`src/rtl/sequence_player_if.sv`:
```
// -----------------------------------------------------------------------------
// sequence_player_if
//   Bundles the round-controller handshake, the seq ROM read port and the LED
//   output of the sequence player.
//   start     : one-cycle request to play a round (controller -> player)
//   round_len : number of ROM entries to play, latched with start
//   rd_addr   : registered ROM read address (player -> ROM)
//   rd_data   : synchronous ROM data, valid one cycle after rd_addr
//   led       : one-hot colour output
//   busy      : playback in progress
//   done      : one-cycle completion pulse
//   Modports: slave = the sequence player, master = its surroundings.
// -----------------------------------------------------------------------------
interface sequence_player_if;
  logic       start;
  logic [3:0] round_len;
  logic [3:0] rd_addr;
  logic [1:0] rd_data;
  logic [3:0] led;
  logic       busy;
  logic       done;

  modport slave (
    input  start, round_len, rd_data,
    output rd_addr, led, busy, done
  );

  modport master (
    output start, round_len, rd_data,
    input  rd_addr, led, busy, done
  );
endinterface

```
`src/rtl/sequence_player.sv`:
```
// -----------------------------------------------------------------------------
// sequence_player
//   Plays back the first round_len entries of the seq ROM as one-hot LED
//   flashes: each entry is fetched (FETCH, WAIT), shown for ON_CYCLES and
//   followed by an OFF_CYCLES dark gap. Reports busy and a one-cycle done.
// Ports:
//   clk   : system clock, rising edge
//   reset : asynchronous, active-high
//   bus   : sequence_player_if.slave (start, round_len, rd_addr, rd_data,
//           led, busy, done)
// -----------------------------------------------------------------------------
module sequence_player #(
  parameter int N          = 10,
  parameter int ON_CYCLES  = 4,
  parameter int OFF_CYCLES = 2
) (
  input  logic              clk,
  input  logic              reset,
  sequence_player_if.slave  bus
);

  localparam int CNT_MAX = (ON_CYCLES > OFF_CYCLES) ? ON_CYCLES : OFF_CYCLES;
  // Keep at least one bit so ON=OFF=1 still yields a legal counter.
  localparam int CNT_W   = (CNT_MAX > 1) ? $clog2(CNT_MAX) : 1;

  localparam logic [CNT_W-1:0] ON_LAST  = CNT_W'(ON_CYCLES - 1);
  localparam logic [CNT_W-1:0] OFF_LAST = CNT_W'(OFF_CYCLES - 1);
  localparam logic [3:0]       N_LEN    = 4'(N);

  localparam logic [2:0] IDLE  = 3'd0;
  localparam logic [2:0] FETCH = 3'd1;
  localparam logic [2:0] WAIT  = 3'd2;
  localparam logic [2:0] SHOW  = 3'd3;
  localparam logic [2:0] GAP   = 3'd4;
  localparam logic [2:0] FIN   = 3'd5;

  logic [2:0]       state;
  logic [3:0]       idx;
  logic [3:0]       len;
  logic [CNT_W-1:0] cnt;
  logic [3:0]       rd_addr;
  logic [3:0]       led;
  logic             busy;
  logic [3:0]       idx_next;

  assign idx_next = idx + 4'd1;

  // NOTE: all state below uses non-blocking assignments so every register
  // samples the pre-edge values, regardless of statement order.
  always_ff @(posedge clk or posedge reset) begin
    if (reset) begin
      state   <= IDLE;
      idx     <= '0;
      len     <= '0;
      cnt     <= '0;
      rd_addr <= '0;
      led     <= '0;
      busy    <= 1'b0;
    end else begin
      case (state)
        IDLE: begin
          if (bus.start) begin
            len     <= (bus.round_len > N_LEN) ? N_LEN : bus.round_len;
            idx     <= '0;
            rd_addr <= '0;
            cnt     <= '0;
            busy    <= 1'b1;
            state   <= (bus.round_len == 4'd0) ? FIN : FETCH;
          end
        end
        FETCH: begin
          rd_addr <= idx;
          state   <= WAIT;
        end
        WAIT: begin
          led   <= 4'b0001 << bus.rd_data;
          cnt   <= '0;
          state <= SHOW;
        end
        SHOW: begin
          if (cnt == ON_LAST) begin
            led   <= '0;
            cnt   <= '0;
            state <= GAP;
          end else begin
            cnt <= cnt + CNT_W'(1);
          end
        end
        GAP: begin
          if (cnt == OFF_LAST) begin
            cnt <= '0;
            // On the last entry idx/rd_addr are left alone so they never
            // step past N-1.
            if (idx_next == len) begin
              state <= FIN;
            end else begin
              idx     <= idx_next;
              rd_addr <= idx_next;
              state   <= FETCH;
            end
          end else begin
            cnt <= cnt + CNT_W'(1);
          end
        end
        FIN: begin
          busy  <= 1'b0;
          state <= IDLE;
        end
        default: begin
          led   <= '0;
          busy  <= 1'b0;
          state <= IDLE;
        end
      endcase
    end
  end

  assign bus.rd_addr = rd_addr;
  assign bus.led     = led;
  assign bus.busy    = busy;
  // done is decoded from the state so it is high exactly for the FIN cycle.
  assign bus.done    = (state == FIN);

endmodule

```
`src/flat_wrapper.sv`:
```
// flat-port wrapper written by rule: the top's interface ports become plain ports
module sequence_player_flat 
#(
  parameter int N          = 10,
  parameter int ON_CYCLES  = 4,
  parameter int OFF_CYCLES = 2
)
  (clk, reset, bus_start, bus_round_len, bus_rd_data, bus_rd_addr, bus_led, bus_busy, bus_done);
  sequence_player_if bus_i ();
  input  logic clk;
  input  logic reset;
  input wire logic [$bits(bus_i.start)-1:0] bus_start;
  input wire logic [$bits(bus_i.round_len)-1:0] bus_round_len;
  input wire logic [$bits(bus_i.rd_data)-1:0] bus_rd_data;
  output wire logic [$bits(bus_i.rd_addr)-1:0] bus_rd_addr;
  output wire logic [$bits(bus_i.led)-1:0] bus_led;
  output wire logic [$bits(bus_i.busy)-1:0] bus_busy;
  output wire logic [$bits(bus_i.done)-1:0] bus_done;
  assign bus_i.start = bus_start;
  assign bus_i.round_len = bus_round_len;
  assign bus_i.rd_data = bus_rd_data;
  assign bus_rd_addr = bus_i.rd_addr;
  assign bus_led = bus_i.led;
  assign bus_busy = bus_i.busy;
  assign bus_done = bus_i.done;
  sequence_player #(.N(N), .ON_CYCLES(ON_CYCLES), .OFF_CYCLES(OFF_CYCLES)) u_core (.clk(clk), .reset(reset), .bus(bus_i));
endmodule
```
`config.mk`:
```
export PLATFORM = sky130hd
export DESIGN_NAME = sequence_player_flat
export DESIGN_NICKNAME = d
export VERILOG_FILES = /design/src/rtl/sequence_player_if.sv /design/src/rtl/sequence_player.sv /design/src/flat_wrapper.sv
export SDC_FILE = /design/constraint.sdc
export NUM_CORES = 1
export LEC_CHECK = 0
export BUFFER_PORTS_ARGS = -buffer_cell sky130_fd_sc_hd__buf_2
export CORE_MARGIN = 1.5
export CORE_UTILIZATION = 45
export DETAILED_ROUTE_END_ITERATION = 10
export PLACE_DENSITY_LB_ADDON = 0.15
export SYNTH_ARGS = -nofsm -noshare
export SYNTH_HDL_FRONTEND = slang
export SYNTH_SLANG_ARGS = --single-unit
```
`constraint.sdc`:
```
create_clock -name clk -period 1.9 [get_ports clk]
set_clock_uncertainty 0.15 [all_clocks]
set_input_delay 0.19 -clock clk [delete_from_list [all_inputs] [get_ports clk]]
set_output_delay 0.19 -clock clk [all_outputs]
set_load 0.01 [all_outputs]
```
==> summary.md <==
| Metric | Value |
|---|---|
| Drt pass-1 iters | 4 |
| CTS tree | yes |
| R2r startpoint | u_core.idx[0]$_DFFE_PP0P_ |
| Yosys cell types | 38 |
| Final period util | 0.991 |
| Placed Area | 0.00159 mm² |
| Placed insts | 201 |
| ANT nets after route | 0 |
| Via count | 1179 |
| Post-synthesis sequential area ratio | 0.414 |
| # nets final | 193 |
| Required @ worst endpoint | 1960 ps |
| HP Start | bus_round_len[2] |
| Min Hold Slack | 19.8 ps |
| Final Critical Period | 1880 ps |
| Slew HR | 0.688 |
| DIE HEIGHT | 57.3 µm |
| Non-filler instance count after layout | 210 |
| Beginning of the critical path | u_core.idx[0]$_DFFE_PP0P_ |
| Max FO, Critical Path | 4 |
| Top-count cell post-synth | dfrtp_1 |
| RSZ-0062 raised after global routing | yes |
| Gr usage total | 0.208 |
| Post-synth EDFFs | 0 |
| Fin Setup TNS | 0 ps |
| Number of setup violations in the final report | 0 |
| # Max-Cap Violations | 0 |
| Async SR Flop Fraction | 1.00 |
| Fin area | 0.00169 mm² |
| Achievable Freq | 0.531 GHz |
| Area Overhead vs Synth | 26.8% |
| Largest net degree at the start of global routing | 23 |
| Wirelength, routed | 3.05 mm |
| Initial antenna violation count | 0 |
| DR DRC count | 0 |
| Power, Total | 2.20 mW |
| Switching power | 0.904 mW |
| Worst setup margin | 17.9 ps |
| Max Slew Vio Count | 0 |
| Yosys reg bits | 22 |
| Initial Util | 0.478 |
| HPWL Detailed | 2.31 mm |
| Overflow after GRT | 0 |
| Synth Flop Type | dfrtp_1 |
| First-pass GRT wire length | 5.30 mm |
| CP cell instances | ha_4 > xnor2_2 > nand4_1 > o21ai_2 > mux2_2 |
| Peak supply drop | 0.000980 V |
| Worst slack, placed | -31.1 ps |
| P_int | 1.29 mW |
| Clock buffer depth | 2 |
| Synth top area cells | dfrtp_1, mux2_2, ha_1 |
| Row cnt | 19 |
| Crit. End Element | flop |
| Critical path class | flop to flop |
| CP peak stage delay | 440 ps |
| Slowest cell on the critical path | dfrtp_1 |
| Clock transition at the registers of the reported paths | 120 ps |
| Dominant cell type by area after synthesis | dfrtp_1 |
| Num CTS Buffers | 3 |
| Comb pwr share | 0.532 |
| Via count of the first global-routing pass | 1129 |
| Die width | 57.3 µm |
| Leakage | 0.822 nW |
| Share of layout cells above drive strength 1 | 0.313 |
| PwrDens | 1300 mW/mm² |
| Drt via density | 5.61 |
| CP delay by family, top | flip-flops |
| Post-layout util | 0.606 |
| Outcome | finished, final reports clean |
| Commonest cells in the netlist | dfrtp_1, inv_1, nor2_1 |
| Final Wtd Congestion | 0.945 |
| I/O pins | 19 |
| Final Hold Violating Endpoints | 0 |
| Arr. time, crit path | 1940 ps |
| Seq pwr share | 0.349 |
| Port Buffer Count | 18 |
| Warnings, synthesis | 0 |
| H-tree levels | 1 |
| Sink Count | 22 |
| CTS root buf | clkbuf_4 |
| Worst setup SP type | flop |
| # diodes | 0 |
| Netlist Area Pre-Place | 0.00133 mm² |
| Syn Inst Count | 140 |
| CP Buf/Inv Count | 0 |
| Share of the synthesized area in the top cell type | 0.414 |
| Hold Crit Class | input port to flop |
| Slew @ Worst Pin | 463 ps |
| WL/cell | 14.5 µm |
| Clock network power share | 0.119 |
| Syn_nets | 153 |
| DIE AREA | 0.00329 mm² |
| Clk_lat worst skew | 310 ps |
| Avg Cell Area, Syn | 9.49 µm² |
| Drt initial violations | 29 |
| Core area | 0.00278 mm² |
| Sw Share | 0.411 |
flip-flops by register name, summed over array words and instances, names as in the netlist:
name,count
u_core.bus.led,4
u_core.bus.rd_addr,4
u_core.idx,4
u_core.len,4
u_core.state,3
u_core.cnt,2
u_core.bus.busy,1
worst register-to-register path: cells and delay by family (launching register included):
family,cells,cell delay [ps]
adders and majority gates,1,300
muxes,1,360
and+or+nand+nor,1,150
DFF,1,440
xor gates and xnor gates,1,110
AOI/OAI and AO/OA,1,260
cell type report:
| class | count | area (µm²) |
|---|---|---|
| Tap cell | 31 | 38.8 |
| Timing Repair Buffer | 42 | 280 |
| Inverter | 11 | 41.3 |
| Multi-Input combinational cell | 100 | 737 |
| Sequential cell | 22 | 552 |
| Fill cell | 237 | 1100 |
| Clock buffer | 4 | 36.3 |
final timing paths:
check                                               endpoint  slack, ps  cells past startpoint
max                        u_core.bus.rd_addr[3]$_DFFE_PP0P_         20                      5
min                                u_core.len[2]$_DFFE_PP0P_         20                      3
max reg2reg                u_core.bus.rd_addr[3]$_DFFE_PP0P_         20                      5
min reg2reg                    u_core.bus.led[1]$_DFFE_PP0P_        340                      2
max in group asynchronous        u_core.state[0]$_DFFE_PP0P_       1070                      4
min in group asynchronous      u_core.bus.led[1]$_DFFE_PP0P_        290                      4
power by group through the flow:
stage	clock network [mW]	logic [mW]	registers (mW)
2_1_floorplan	0	0.753	0.760
3_3_place_gp	0	1.10	0.763
3_5_place_dp	0	1.12	0.770
4_1_cts	0.271	1.16	0.765
5_1_grt	0.289	1.30	0.789
6_report	0.261	1.17	0.767
cells by family after synthesis:
kind of cell             after synthesis  synth area share
AO/OA/AOI/OAI                         40             0.205
XOR/XNOR                               8            0.0631
adder cells (fa/ha/maj)                4            0.0377
buffers and inverters                 18            0.0518
flip-flops                            22             0.414
multiplexers                           7            0.0574
AND/OR/NAND/NOR                       41             0.170
routing by layer:
metal	up-vias	global-route usage	wire length, µm
li1	582	-	-
met1	573	0.295	1510
met2	20	0.334	1430
met3	4	0.0272	76
met4	0	0.0598	31
met5	-	0	0
timing repair:
action,CTS,global route
setup buffers,0,1
setup endpoints to repair,5,5
hold buffers,4,0
pin swaps,2,2
gates resized for setup,2,2
hold endpoints to repair,26,0
cloned,0,0
placed cells by master (no fill, tap or decap), types with 5 or more instances in the layout:
| cell | synthesis | routed |
|---|---|---|
| buf_2 | 0 | 18 |
| nand3_1 | 5 | 5 |
| nor3_1 | 6 | 6 |
| o21ai_0 | 9 | 9 |
| inv_1 | 11 | 11 |
| dfrtp_1 | 22 | 21 |
| buf_4 | 0 | 20 |
| a21oi_1 | 8 | 8 |
| mux2_2 | 5 | 5 |
| nand2_1 | 5 | 5 |
| nor2_1 | 10 | 10 |
Power figures use the tool's default switching activity.
